===== src/rtl/img_mem_pkg.sv =====
// Shared definitions for the image-memory sequencer: opcodes, FSM states and a
// constant-foldable clog2 used to size counters.
package img_mem_pkg;

  localparam logic [2:0] OP_RD   = 3'b001;
  localparam logic [2:0] OP_WR   = 3'b010;
  localparam logic [2:0] OP_COPY = 3'b011;
  localparam logic [2:0] OP_ZIN  = 3'b100;
  localparam logic [2:0] OP_ZOUT = 3'b101;

  typedef enum logic [1:0] {
    ST_IDLE  = 2'd0,
    ST_RD_PH = 2'd1,
    ST_WR_PH = 2'd2,
    ST_NEXT  = 2'd3
  } state_e;

  // Ceiling log2; returns 0 for v <= 1.
  function automatic int unsigned clog2(input int unsigned v);
    int unsigned r;
    r = 0;
    for (int i = 0; i < 32; i++) begin
      if ((64'd1 << i) < 64'(v)) r = 32'(i + 1);
    end
    return r;
  endfunction

endpackage


===== src/rtl/img_addr_gen.sv =====
// Raster x/y counters over the destination frame plus per-pixel source and
// destination address arithmetic for COPY, ZOOM_IN and ZOOM_OUT passes.
module img_addr_gen
  import img_mem_pkg::*;
#(
  parameter int unsigned ADDR_W = 17,
  parameter int unsigned IMG_W  = 160,
  parameter int unsigned IMG_H  = 120
) (
  input  logic              clock,
  input  logic              reset_n,
  input  logic              clr,
  input  logic              adv,
  input  logic [2:0]        op,
  input  logic [2:0]        zoom,
  input  logic [ADDR_W-1:0] src_base,
  input  logic [ADDR_W-1:0] dst_base,
  output logic [ADDR_W-1:0] src_addr_c,
  output logic [ADDR_W-1:0] dst_addr_c,
  output logic              last_pixel_c
);

  localparam int unsigned CW = clog2(((IMG_W > IMG_H) ? IMG_W : IMG_H) + 1);
  localparam logic [ADDR_W-1:0] ROW = ADDR_W'(IMG_W);

  logic [CW-1:0]     x_q, x_d, y_q, y_d;
  logic [CW-1:0]     w_dst, h_dst;
  logic [ADDR_W-1:0] sx, sy, src_off;

  // Destination frame shrinks only for decimation.
  always_comb begin
    w_dst = CW'(IMG_W);
    h_dst = CW'(IMG_H);
    if (op == OP_ZOUT) begin
      w_dst = CW'(IMG_W) >> zoom;
      h_dst = CW'(IMG_H) >> zoom;
    end
    last_pixel_c = (x_q == w_dst - CW'(1)) && (y_q == h_dst - CW'(1));
  end

  always_comb begin
    x_d = x_q;
    y_d = y_q;
    if (clr) begin
      x_d = '0;
      y_d = '0;
    end else if (adv) begin
      if (x_q == w_dst - CW'(1)) begin
        x_d = '0;
        y_d = y_q + CW'(1);
      end else begin
        x_d = x_q + CW'(1);
      end
    end
  end

  // Addresses follow the next counter values so a registered addr_out lines up
  // with the pixel being entered.
  always_comb begin
    sx = ADDR_W'(x_d);
    sy = ADDR_W'(y_d);
    case (op)
      OP_ZIN:  src_off = ((sy >> zoom) * ROW) + (sx >> zoom);
      OP_ZOUT: src_off = ((sy << zoom) * ROW) + (sx << zoom);
      default: src_off = (sy * ROW) + sx;
    endcase
    src_addr_c = src_base + src_off;
    dst_addr_c = dst_base + (sy * ADDR_W'(w_dst)) + sx;
  end

  always_ff @(posedge clock) begin
    if (!reset_n) begin
      x_q <= '0;
      y_q <= '0;
    end else begin
      x_q <= x_d;
      y_q <= y_d;
    end
  end

endmodule


===== src/rtl/img_mem_sequencer.sv =====
// Sequences single reads/writes and whole-frame copy/zoom passes onto a
// single-port frame memory; every pixel is a fixed-length read then write phase.
module img_mem_sequencer
  import img_mem_pkg::*;
#(
  parameter int unsigned ADDR_W   = 17,
  parameter int unsigned DATA_W   = 8,
  parameter int unsigned IMG_W    = 160,
  parameter int unsigned IMG_H    = 120,
  parameter int unsigned MEM_LAT  = 3,
  parameter int unsigned ZOOM_MAX = 2
) (
  input  logic                                  clock,
  input  logic                                  reset_n,
  input  logic                                  enable,
  input  logic [2:0]                            operation,
  input  logic [2:0]                            current_zoom,
  input  logic                                  abort,
  input  logic [ADDR_W-1:0]                     addr_base,
  input  logic [ADDR_W-1:0]                     dst_base,
  input  logic [DATA_W-1:0]                     wr_data_in,
  input  logic [DATA_W-1:0]                     rd_data_in,
  output logic [ADDR_W-1:0]                     addr_out,
  output logic                                  wr_enable,
  output logic [DATA_W-1:0]                     wr_data_out,
  output logic [DATA_W-1:0]                     rd_data_out,
  output logic                                  done,
  output logic                                  busy,
  output logic                                  error,
  output logic [clog2(IMG_W*IMG_H+1)-1:0]       step_count
);

  localparam int unsigned SW      = clog2(IMG_W * IMG_H + 1);
  localparam int unsigned PW      = (clog2(MEM_LAT) > 0) ? clog2(MEM_LAT) : 1;
  localparam logic [PW-1:0] LAST_PH = PW'(MEM_LAT - 1);

  state_e            state_q, state_d;
  logic [PW-1:0]     ph_q, ph_d;
  logic [2:0]        op_q, op_d;
  logic [2:0]        zoom_q, zoom_d;
  logic [ADDR_W-1:0] src_base_q, src_base_d;
  logic [ADDR_W-1:0] dst_base_q, dst_base_d;
  logic [ADDR_W-1:0] addr_q, addr_d;
  logic              wr_en_q, wr_en_d;
  logic [DATA_W-1:0] wr_data_q, wr_data_d;
  logic [DATA_W-1:0] rd_data_q, rd_data_d;
  logic              done_q, done_d;
  logic              busy_q, busy_d;
  logic              err_q, err_d;
  logic [SW-1:0]     step_q, step_d;

  logic              gen_clr, gen_adv;
  logic [ADDR_W-1:0] gen_src_c, gen_dst_c;
  logic              gen_last_c;
  logic              is_zoom_c, illegal_c;

  img_addr_gen #(
    .ADDR_W (ADDR_W),
    .IMG_W  (IMG_W),
    .IMG_H  (IMG_H)
  ) u_addr_gen (
    .clock        (clock),
    .reset_n      (reset_n),
    .clr          (gen_clr),
    .adv          (gen_adv),
    .op           (op_q),
    .zoom         (zoom_q),
    .src_base     (src_base_q),
    .dst_base     (dst_base_q),
    .src_addr_c   (gen_src_c),
    .dst_addr_c   (gen_dst_c),
    .last_pixel_c (gen_last_c)
  );

  // Start-request legality, evaluated on the live inputs.
  always_comb begin
    is_zoom_c = (operation == OP_ZIN) || (operation == OP_ZOUT);
    illegal_c = (operation == 3'b000) || (operation > OP_ZOUT) ||
                (is_zoom_c && (current_zoom > 3'(ZOOM_MAX)));
  end

  always_comb begin
    state_d    = state_q;
    ph_d       = ph_q;
    op_d       = op_q;
    zoom_d     = zoom_q;
    src_base_d = src_base_q;
    dst_base_d = dst_base_q;
    addr_d     = addr_q;
    wr_data_d  = wr_data_q;
    rd_data_d  = rd_data_q;
    step_d     = step_q;
    err_d      = 1'b0;
    gen_clr    = 1'b0;
    gen_adv    = 1'b0;

    // Abort wins over any phase completion in flight.
    if ((state_q != ST_IDLE) && abort) begin
      state_d = ST_IDLE;
      ph_d    = '0;
    end else begin
      case (state_q)
        ST_IDLE: begin
          if (enable) begin
            op_d       = operation;
            zoom_d     = current_zoom;
            src_base_d = addr_base;
            dst_base_d = dst_base;
            step_d     = '0;
            gen_clr    = 1'b1;
            if (illegal_c) begin
              err_d = 1'b1;
            end else begin
              ph_d   = '0;
              addr_d = addr_base;
              if (operation == OP_WR) begin
                state_d   = ST_WR_PH;
                wr_data_d = wr_data_in;
              end else begin
                state_d = ST_RD_PH;
              end
            end
          end
        end
        ST_RD_PH: begin
          if (ph_q == LAST_PH) begin
            ph_d      = '0;
            rd_data_d = rd_data_in;
            if (op_q == OP_RD) begin
              state_d = ST_IDLE;
            end else begin
              state_d   = ST_WR_PH;
              addr_d    = gen_dst_c;
              wr_data_d = rd_data_in;
            end
          end else begin
            ph_d = ph_q + PW'(1);
          end
        end
        ST_WR_PH: begin
          if (ph_q == LAST_PH) begin
            ph_d    = '0;
            state_d = (op_q == OP_WR) ? ST_IDLE : ST_NEXT;
          end else begin
            ph_d = ph_q + PW'(1);
          end
        end
        ST_NEXT: begin
          step_d = step_q + SW'(1);
          if (gen_last_c) begin
            state_d = ST_IDLE;
          end else begin
            gen_adv = 1'b1;
            state_d = ST_RD_PH;
            addr_d  = gen_src_c;
          end
        end
        default: state_d = ST_IDLE;
      endcase
    end

    wr_en_d = (state_d == ST_WR_PH);
    done_d  = (state_d == ST_IDLE);
    busy_d  = ~done_d;
  end

  always_ff @(posedge clock) begin
    if (!reset_n) begin
      state_q    <= ST_IDLE;
      ph_q       <= '0;
      op_q       <= '0;
      zoom_q     <= '0;
      src_base_q <= '0;
      dst_base_q <= '0;
      addr_q     <= '0;
      wr_en_q    <= 1'b0;
      wr_data_q  <= '0;
      rd_data_q  <= '0;
      done_q     <= 1'b1;
      busy_q     <= 1'b0;
      err_q      <= 1'b0;
      step_q     <= '0;
    end else begin
      state_q    <= state_d;
      ph_q       <= ph_d;
      op_q       <= op_d;
      zoom_q     <= zoom_d;
      src_base_q <= src_base_d;
      dst_base_q <= dst_base_d;
      addr_q     <= addr_d;
      wr_en_q    <= wr_en_d;
      wr_data_q  <= wr_data_d;
      rd_data_q  <= rd_data_d;
      done_q     <= done_d;
      busy_q     <= busy_d;
      err_q      <= err_d;
      step_q     <= step_d;
    end
  end

  assign addr_out    = addr_q;
  assign wr_enable   = wr_en_q;
  assign wr_data_out = wr_data_q;
  assign rd_data_out = rd_data_q;
  assign done        = done_q;
  assign busy        = busy_q;
  assign error       = err_q;
  assign step_count  = step_q;

endmodule


===== config.mk =====
export PLATFORM = sky130hd
export DESIGN_NAME = img_mem_sequencer
export DESIGN_NICKNAME = d
export VERILOG_FILES = /design/src/rtl/img_mem_pkg.sv /design/src/rtl/img_addr_gen.sv /design/src/rtl/img_mem_sequencer.sv
export SDC_FILE = /design/constraint.sdc
export NUM_CORES = 1
export LEC_CHECK = 0
export ABC_AREA = 1
export BUFFER_PORTS_ARGS = -buffer_cell sky130_fd_sc_hd__clkbuf_2
export CAP_MARGIN = 15
export CORE_AREA = 2 2 226 228
export DETAILED_ROUTE_END_ITERATION = 10
export DIE_AREA = 0 0 228 230
export PLACE_DENSITY_LB_ADDON = 0.12
export SYNTH_ARGS = -nofsm -noshare
export SYNTH_HDL_FRONTEND = slang
export SYNTH_SLANG_ARGS = --single-unit
export TNS_END_PERCENT = 50

===== constraint.sdc =====
create_clock -name clock -period 14.1 [get_ports clock]
set_clock_uncertainty 0.05 [all_clocks]
set_input_delay 2.82 -clock clock [delete_from_list [all_inputs] [get_ports clock]]
set_output_delay 2.82 -clock clock [all_outputs]
set_load 0.005 [all_outputs]

==> results of run 1 <==
sequential cells by signal (all words and copies together) (netlist names), 8 cells and up:
register,flops
u_addr_gen.x_q,8
src_base_q,17
wr_data_out,8
addr_out,17
step_count,15
dst_base_q,17
u_addr_gen.y_q,8
rd_data_out,8
synthesized netlist by cell type, types with 13 or more instances:
library cell	instances	share of area (%)
nand2_1	327	9.9
inv_1	256	7.8
nor2_1	254	7.7
o21ai_0	144	5.8
ha_1	131	13
a21oi_1	123	5.0
dfxtp_1	112	18
nand3_1	81	3.3
fa_1	62	10
clkbuf_1	37	1.1
xor2_1	30	2.1
nor3_1	24	0.97
a31oi_1	19	0.96
nand2_2	16	0.81
inv_2	13	0.39
nand3_2	13	1.1
nand4_1	13	0.66
o22ai_1	13	0.66
metrics by stage:
stage | utilization [%] | total power [uW] | cells
2_1_floorplan | - | 1110 | 1822
4_1_cts | 27.9 | 1750 | 2581
3_5_place_dp | 27.3 | 1450 | 2565
3_3_place_gp | 27.3 | 1460 | 2565
6_report | 27.9 | 1720 | 2581
5_1_grt | 27.9 | 1890 | 2581
power breakdown:
group	total (uW)	internal, uW	switching, uW	leakage, uW
Clock	288	130	158	0.000153
Sequential	427	384	42.9	0.000918
Combinational	1010	318	692	0.00572
Total	1720	831	894	0.00679
kinds of logic (layout without fill, tap and decap cells):
family / count (synthesis) / after routing
muxes: 2 / 2
AOI/OAI and AO/OA: 371 / 371
xor gates and xnor gates: 41 / 41
buffers and inverters: 324 / 411
DFF: 112 / 112
and+or+nand+nor: 779 / 779
adders and majority gates: 193 / 193
cells in the final DEF, fill, tap and decap left out, drive strengths merged, types with 30 or more instances in the layout:
| master | netlist | layout |
|---|---|---|
| a21oi | 124 | 124 |
| clkbuf | 37 | 120 |
| dfxtp | 112 | 112 |
| fa | 62 | 62 |
| ha | 131 | 131 |
| inv | 270 | 275 |
| nand2 | 346 | 346 |
| nand3 | 97 | 97 |
| nor2 | 271 | 271 |
| o21ai | 156 | 156 |
| xor2 | 30 | 30 |
routing by layer:
metal / vias to the layer above / routed length [um] / global-route usage [%]
met5: - / 0 / 0
met3: 47 / 2130 / 2.89
li1: 6139 / - / -
met2: 306 / 21200 / 29.2
met1: 5850 / 22400 / 24.1
met4: 0 / 913 / 5.02
how the worst max path moves through the flow:
stage	to	slack, ps	cells past startpoint
floorplan	addr_out[13]$_SDFFE_PN0P_	5910	26
global placement	addr_out[13]$_SDFFE_PN0P_	4310	33
detailed placement	addr_out[13]$_SDFFE_PN0P_	4350	33
CTS	addr_out[13]$_SDFFE_PN0P_	4740	33
global route	addr_out[16]$_SDFFE_PN0P_	3780	48
finish	addr_out[13]$_SDFFE_PN0P_	4770	48
layout make-up:
type                    count  area, sq um  share of cell area (%)
flip-flops and latches    112         2240                    16.1
repair buffers            123          646                    4.64
clock inverters             7         88.8                   0.638
well taps                 672          841                    6.04
inverters                 272         1020                    7.35
clock buffers               9          225                    1.62
multi-input cells        1386         8860                    63.6
==> run_results.csv, run 1 <==
group,metric,value,unit
run_status,status,"finished clean",
setup_path,critPathMaxStageDelay,540,ps
sta,setup_tns,0,ps
logic_synthesis,synthMuxAreaShare,0.162,%
logic_synthesis,post_synth_and_or_nand_nor_area_fraction,28.3,%
clocking,ctsHoldBuffers,0,
worst_hold_path,hold_depth,1,
floorplanning,io_pins,112,
detailed_routing,wl_per_cell,18.1,um
place,place_area,13600,sq um
logic_synthesis,synth_cells,1822,
setup_path,arrival,9560,ps
logic_synthesis,ys_ff_latch,112,
detailed_routing,num_vias,12342,
setup_path,critPathSlowestCell,"inv_1",
logic_synthesis,syn_area,12400,sq um
logic_synthesis,synth-async-reset-ratio,0,%
grt,track_usage,17.8,%
detailed_routing,viasPerCell,4.78,
detailed_routing,drt_wl_total,46.7,mm
grt,grt_pass1_wl,71.6,mm
sta,finalCriticalPeriod,9330,ps
layout,nFillCells,5673,
clocking,path_clk_slew,90,ps
place,dp_slack,4350,ps
setup_path,crit_top_cell,"nand2_1",
clocking,cts_tree,"done",
pwr,p_per_area,124,nW/um^2
worst_hold_path,worstHoldPathType,"reg -> reg",
place,place.gp.congestion,0.876,
detailed_routing,firstDrtPassIters,6,
floorplanning,start_util,24.8,%
logic_synthesis,ys_seq_area_share,18.1,%
layout,syn_to_final_growth,12.6,%
detailed_routing,drc,0,
setup_path,crit_buf_inv,11,
clocking,ctsResizeCount,0,
setup_path,reg2reg_slack,4770,ps
clocking,cts_sinks,112,
clocking,cts.path.max_buffers,2,
sta,fin_crit_sh,66.2,%
grt,grt_pass1_vias,12076,
setup_path,crit_family,"simple AND/OR/NAND/NOR gates",
sta,final.setup.worst_slack,4770,ps
setup_path,start_kind,"flop",
place,place_hpwl,37.6,mm
sta,worst_pin_slew,928,ps
clocking,root_buffer,"clkbuf_16",
sta,rsz0062_at_grt,"false",
detailed_routing,drtIter0Drc,861,
floorplanning,row_count,82,
pwr,ir_drop,0.108,mV
logic_synthesis,syn_nets,2075,
logic_synthesis,synthAdderAreaFrac,23.3,%
floorplanning,fp.dieW,228,um
floorplanning,dieArea,52400,sq um
run,drv_cap,0,
setup_path,worstPathRequired,14320,ps
worst_hold_path,hold_start,"step_count[14]$_SDFFE_PN0P_",
sta,timing.final.max_slew_violations,0,
logic_synthesis,ys_warn_count,0,
grt,gr-total-overflow,0,
setup_path,crit_type,"reg -> reg",
setup_path,r2r_start,"zoom_q[2]$_SDFFE_PN0P_",
setup_path,crit_path_end_kind,"flop",
logic_synthesis,synth_ff_type,"dfxtp_1",
floorplanning,chipHeight,230,um
setup_path,r2r-end,"addr_out[13]$_SDFFE_PN0P_",
layout,nets,2157,
clocking,post-cts-setup-buffers,0,
sta,slew_headroom,38.1,%
sta,setup_viol,0,
setup_path,setup.worst_path.start,"zoom_q[2]$_SDFFE_PN0P_",
setup_path,crit_fanout,36,
logic_synthesis,syn_avg_cell_area,6.79,sq um
sta,hold_viol,0,
logic_synthesis,synthXorXnorAreaFrac,2.90,%
layout,antenna_cells,0,
logic_synthesis,ys_types,60,
grt,antenna_found_initial,1,
clocking,h-tree-depth,3,
pwr,p_leak,0.00679,uW
clocking,insertion_delay,410,ps
grt,grt_max_degree,74,
sta,max_freq,107,MHz
layout,fin_area,13900,sq um
worst_hold_path,worstHoldEndpoint,"step_count[14]$_SDFFE_PN0P_",
sta,holdWs,426,ps
layout,drive_above_1_share,11.7,%
place,portBuffers,111,
floorplanning,core_area,49900,sq um
clocking,cts_made_buffers,9,
detailed_routing,antenna_left,0,
logic_synthesis,synth_top_family_by_area,"simple AND/OR/NAND/NOR gates",
logic_synthesis,synth_compound_gate_area_share,16.9,%
logic_synthesis,synth_edf_count,0,
setup_path,r2r_cells,48,
Power figures use the tool's default switching activity.
==> inputs of run 2 (changes only) <==
- clock period: 14.1 -> 9.7 ns (I/O delays scaled with it)
==> run 2 against run 1 <==
Compared with the run above: worst hold slack worse by 19 ps; via count is 0.45% lower; utilization grew 0.13 points; die area is the same; critical path depth did not move; critical path type unchanged; largest cell class unchanged; highest routed layer unchanged.
==> run_results.csv, run 2 (same netlist as run 1, synthesis figures left out) <==
group,metric,value,unit
run_status,status,"finished clean",
sta,worst_pin_slew,969,ps
clocking,ctsResizeCount,0,
clocking,h-tree-depth,3,
run,drv_cap,0,
floorplanning,start_util,24.8,%
floorplanning,core_area,49900,sq um
layout,layout_common_cells,"nand2_1 (326), inv_1 (256), nor2_1 (253)",
grt,track_usage,18.2,%
setup_path,worstPathRequired,9950,ps
clocking,cts_sinks,112,
sta,setup_viol,0,
clocking,post-cts-setup-buffers,0,
sta,setup_tns,0,ps
setup_path,start_kind,"flop",
clocking,insertion_delay,410,ps
pwr,p_per_area,181,nW/um^2
grt,gr-total-overflow,0,
detailed_routing,drc,0,
layout,antenna_cells,0,
sta,finalCriticalPeriod,8700,ps
floorplanning,row_count,82,
place,place_hpwl,38.2,mm
detailed_routing,drtIter0Drc,948,
detailed_routing,num_vias,12286,
clocking,path_clk_slew,100,ps
detailed_routing,wl_per_cell,18.2,um
layout,layout.cells.most_common,"nand2_1",
setup_path,crit_path_end_kind,"flop",
setup_path,arrival,8940,ps
sta,max_freq,115,MHz
pwr,ir_drop,0.103,mV
detailed_routing,drt_wl_total,47.2,mm
sta,rsz0062_at_grt,"false",
floorplanning,io_pins,112,
pwr,p_leak,0.00682,uW
layout,drive_above_1_share,12.2,%
layout,nFillCells,5668,
place,place.gp.congestion,0.891,
clocking,ctsHoldBuffers,0,
place,dp_slack,669,ps
setup_path,crit_top_cell,"nor2_1",
detailed_routing,firstDrtPassIters,7,
grt,grt_pass1_vias,12308,
clocking,cts_made_buffers,9,
clocking,root_buffer,"clkbuf_16",
sta,hold_viol,0,
setup_path,crit_type,"reg -> reg",
setup_path,critPathMaxStageDelay,540,ps
pwr,power.total,2530,uW
setup_path,critPathSlowestCell,"dfxtp_1",
floorplanning,fp.dieW,228,um
layout,nets,2165,
grt,grt_pass1_wl,73.2,mm
sta,timing.final.max_slew_violations,0,
clocking,cts_tree,"done",
setup_path,crit_fanout,19,
sta,fin_crit_sh,89.7,%
floorplanning,dieArea,52400,sq um
detailed_routing,viasPerCell,4.75,
sta,final.setup.worst_slack,1000,ps
grt,grt_max_degree,74,
clocking,cts.path.max_buffers,2,
floorplanning,chipHeight,230,um
place,portBuffers,111,
sta,slew_headroom,35.4,%
grt,antenna_found_initial,0,
worst_hold_path,worstHoldPathType,"reg -> reg",
layout,syn_to_final_growth,13.1,%
detailed_routing,antenna_left,0,
## run 2: changes by cell type in the layout (fill, tap and decap cells not counted), sizes merged
cell | before | now
clkinv | 4 | 5
inv | 275 | 274
buf | 12 | 20
## run 2: worst max-delay path, delay by kind of cell, from the launching register on
kind            cells  cell delay (ps)
compound gates     10             1560
buf+inv             4              320
fa+ha+maj           6             1920
xor+xnor            2              330
flops               1              540
simple gates       26             3850
## run 2: area by class of cell
class                           count  area [sq um]  share of cell area [%]
Timing Repair Buffer              131           706                    5.04
Multi-Input combinational cell   1386          8860                    63.3
Inverter                          272          1020                    7.32
Clock inverter                      7          91.3                   0.653
Clock buffer                        9           225                    1.61
Tap cell                          672           841                    6.01
Sequential cell                   112          2240                    16.0
## run 2: path summary, 6_finish.rpt
path | start | endpoint | slack (ps) | cells after the start
setup / recovery | op_q[2]$_SDFFE_PN0P_ | addr_out[16]$_SDFFE_PN0P_ | 1000 | 48
hold / removal | step_count[14]$_SDFFE_PN0P_ | step_count[14]$_SDFFE_PN0P_ | 410 | 1
setup reg to reg | op_q[2]$_SDFFE_PN0P_ | addr_out[16]$_SDFFE_PN0P_ | 1000 | 48
hold reg to reg | step_count[14]$_SDFFE_PN0P_ | step_count[14]$_SDFFE_PN0P_ | 410 | 1
## run 2: power by group
| part | leakage (uW) | internal [uW] | total, uW | switching (uW) |
|---|---|---|---|---|
| clock | 0.000152 | 188 | 423 | 235 |
| combinational | 0.00575 | 464 | 1480 | 1010 |
| sequential | 0.000918 | 558 | 628 | 69.8 |
## run 2: per-layer routing
| metal | part of all wire (%) | vias to the layer above | track usage (%) |
|---|---|---|---|
| met3 | 4.2 | 60 | 2.31 |
| met2 | 45 | 306 | 29.2 |
| met4 | 3.1 | 0 | 7.25 |
| li1 | - | 6161 | - |
| met1 | 48 | 5759 | 24.6 |
| met5 | 0 | - | 0 |
## run 2: metrics by stage
stage	utilization (%)	hold slack, ps	instances	instance area [sq um]
finish	28.1	408	2589	14000
global route	28.1	445	2589	14000
CTS	28.1	415	2589	14000
detailed placement	27.4	400	2573	13700
global placement	27.4	392	2573	13700
floorplan	-	396	1822	12400
==> inputs of run 3 (changes only) <==
- ABC_AREA: 1 -> not set
- CORE_AREA: 2 2 226 228 -> 2 2 227 229
- DIE_AREA: 0 0 228 230 -> 0 0 229 231
- GPL_TIMING_DRIVEN: not set -> 0
==> run 3 against run 2 <==
Compared with the run above: die area increased by 0.88%; utilization rose by 1.2 points; worst setup slack got worse by 690 ps; worst hold slack improved by 11 ps; cell area grew 6.0%; register-to-register slack worse by 690 ps; combinational power fell by 30%; sequential cell count is the same; clock power is 4% lower.
==> run_results.csv, run 3 <==
group,metric,value,unit
detailed_routing,drc,0,
setup_path,crit_type,"reg -> reg",
grt,antenna_found_initial,1,
floorplanning,fp.dieW,229,um
sta,fin_crit_sh,96.7,%
worst_hold_path,worstHoldPathType,"reg -> reg",
logic_synthesis,synthMuxAreaShare,3.39,%
floorplanning,start_util,24.7,%
clocking,ctsHoldBuffers,0,
setup_path,crit_path_end_kind,"flop",
layout,syn_to_final_growth,18.3,%
logic_synthesis,yosysMostFrequentCell,"nand2_1",
logic_synthesis,synthXorXnorAreaFrac,6.32,%
floorplanning,dieArea,52900,sq um
floorplanning,row_count,83,
logic_synthesis,synth_compound_gate_area_share,20.9,%
logic_synthesis,synth.area.top_cells,"dfxtp_1 (18%), ha_1 (13%), fa_1 (9.9%)",
grt,grt_pass1_vias,12061,
logic_synthesis,ys_seq_area_share,17.9,%
logic_synthesis,synth_cells,1623,
layout,drive_above_1_share,14.5,%
place,dp_slack,-2990,ps
setup_path,worstPathRequired,9930,ps
floorplanning,core_area,50700,sq um
logic_synthesis,syn_avg_cell_area,7.72,sq um
setup_path,r2r_cells,41,
place,place.gp.congestion,0.884,
floorplanning,chipHeight,231,um
sta,finalCriticalPeriod,9380,ps
layout,nets,2017,
logic_synthesis,yosys-top-cells-count,"nand2_1 (227), inv_1 (134), nor2_1 (132)",
logic_synthesis,ys_warn_count,0,
detailed_routing,viasPerCell,4.95,
clocking,cts_sinks,112,
sta,worst_pin_slew,1070,ps
setup_path,r2r_start,"zoom_q[2]$_SDFFE_PN0P_",
sta,slew_headroom,28.7,%
logic_synthesis,synth_top_family_by_area,"adder cells",
logic_synthesis,synth_ff_type,"dfxtp_1",
logic_synthesis,ys_ff_latch,112,
logic_synthesis,syn_area,12500,sq um
logic_synthesis,synth_edf_count,0,
pwr,ir_drop,0.0998,mV
logic_synthesis,ys_types,89,
place,place_area,13900,sq um
setup_path,critPathSlowestCell,"fa_1",
run_status,status,"finished clean",
grt,grt_pass1_wl,75.8,mm
setup_path,r2r-end,"addr_out[14]$_SDFFE_PN0P_",
setup_path,crit_fanout,10,
logic_synthesis,yosysTopAreaCellShare,17.9,%
detailed_routing,num_vias,12111,
pwr,p_leak,0.00655,uW
logic_synthesis,post_synth_and_or_nand_nor_area_fraction,21.4,%
logic_synthesis,syn_nets,1876,
detailed_routing,firstDrtPassIters,6,
logic_synthesis,synth-async-reset-ratio,0,%
grt,gr-total-overflow,0,
run,drv_cap,0,
sta,max_freq,107,MHz
detailed_routing,drt_wl_total,50.1,mm
setup_path,reg2reg_slack,320,ps
floorplanning,io_pins,112,
pwr,p_per_area,137,nW/um^2
setup_path,critPathMaxStageDelay,620,ps
clocking,cts.path.max_buffers,2,
layout,layout.cells.most_common,"nand2_1",
clocking,cts_tree,"done",
sta,holdWs,419,ps
setup_path,arrival,9620,ps
detailed_routing,drtIter0Drc,744,
sta,setup_viol,0,
layout,fin_area,14800,sq um
place,portBuffers,111,
logic_synthesis,synthAdderAreaFrac,23.0,%
layout,nFillCells,5672,
clocking,path_clk_slew,90,ps
logic_synthesis,synth_top_cell_by_area,"dfxtp_1",
detailed_routing,wl_per_cell,20.4,um
setup_path,setup.worst_path.start,"zoom_q[2]$_SDFFE_PN0P_",
clocking,root_buffer,"clkbuf_16",
grt,grt_max_degree,22,
clocking,insertion_delay,400,ps
detailed_routing,antenna_left,0,
clocking,h-tree-depth,3,
grt,track_usage,19.0,%
setup_path,start_kind,"flop",
layout,antenna_cells,0,
layout,layout_common_cells,"nand2_1 (226), inv_1 (131), ha_1 (129)",
sta,final.setup.worst_slack,318,ps
setup_path,crit_path_end,"addr_out[14]$_SDFFE_PN0P_",
clocking,cts_made_buffers,9,
sta,timing.final.max_slew_violations,0,
sta,hold_viol,0,
place,place_hpwl,40.9,mm
run 3: changes by cell type in the layout (fill, tap and decap cells not counted), moves of 43 or more:
cell | before | now
o21ai_0 | 144 | 83
nand3_1 | 81 | 31
inv_1 | 256 | 131
a21boi_0 | 0 | 46
a21oi_1 | 123 | 77
nor2_1 | 253 | 126
clkbuf_1 | 0 | 48
xnor2_1 | 11 | 54
nand2_1 | 326 | 226
run 3: stage by stage:
stage          setup TNS [ps]  total power, uW  cells  util (%)
2_1_floorplan               0             1210   1623         -
4_1_cts                     0             2040   2434      28.6
3_5_place_dp           -22790             1590   2414      27.5
3_3_place_gp           -22360             1590   2414      27.5
5_1_grt                 -3.28             2180   2449      29.3
6_report                    0             2030   2449      29.3
run 3: kinds of logic (layout without fill, tap and decap cells):
kind of cell | Yosys count | in the layout
flip-flops | 112 | 112
XOR/XNOR | 88 | 88
buffers and inverters | 227 | 373
multiplexers | 36 | 36
adder cells (fa/ha/maj) | 193 | 193
AO/OA/AOI/OAI | 398 | 398
AND/OR/NAND/NOR | 569 | 569
run 3: cell type report:
cell class                 count  area [sq um]  area share, %
clock inverter                 6          70.1          0.473
inverter                     141           561           3.78
multi-input combinational   1284          9660           65.1
sequential                   112          2240           15.1
tap                          680           851           5.74
buffer                        84           495           3.34
timing repair buffer         132           723           4.88
clock buffer                  10           229           1.54
run 3: worst max-delay path: cells and delay by family (launching register included):
family,cells,cell delay (ps)
simple gates,7,1830
fa+ha+maj,7,2810
compound gates,12,2270
buf+inv,13,1680
xor+xnor,2,240
flops,1,330
run 3: timing repair:
| action | 4_1_cts | 5_1_grt |
|---|---|---|
| endpoints found under the setup margin | 13 | 6 |
| gates resized for setup | 80 | 58 |
| pin swaps | 10 | 17 |
| setup buffers | 6 | 14 |
| cloned | 0 | 1 |
run 3: how the worst min path moves through the flow:
| stage | from | endpoint | slack [ps] | cells past startpoint |
|---|---|---|---|---|
| 2_1_floorplan | dst_base_q[5]$_SDFFE_PN0P_ | dst_base_q[5]$_SDFFE_PN0P_ | 390 | 2 |
| 4_1_cts | src_base_q[4]$_SDFFE_PN0P_ | src_base_q[4]$_SDFFE_PN0P_ | 420 | 2 |
| 5_1_grt | dst_base_q[6]$_SDFFE_PN0P_ | dst_base_q[6]$_SDFFE_PN0P_ | 440 | 2 |
| 3_5_place_dp | dst_base_q[6]$_SDFFE_PN0P_ | dst_base_q[6]$_SDFFE_PN0P_ | 410 | 2 |
| 3_3_place_gp | dst_base_q[7]$_SDFFE_PN0P_ | dst_base_q[7]$_SDFFE_PN0P_ | 410 | 2 |
| 6_report | dst_base_q[6]$_SDFFE_PN0P_ | dst_base_q[6]$_SDFFE_PN0P_ | 420 | 2 |
run 3: layer usage:
layer,GRT usage (%),vias up,part of all wire [%]
li1,-,5893,-
met1,25.4,5841,47
met2,31.9,311,47
met3,1.99,66,3.8
met4,6.23,0,3.0
met5,0,-,0
run 3: power by group:
part	switching, uW	internal [uW]	leakage, uW
registers	44.8	532	0.000914
clock network	221	184	0.000145
logic	677	367	0.00549
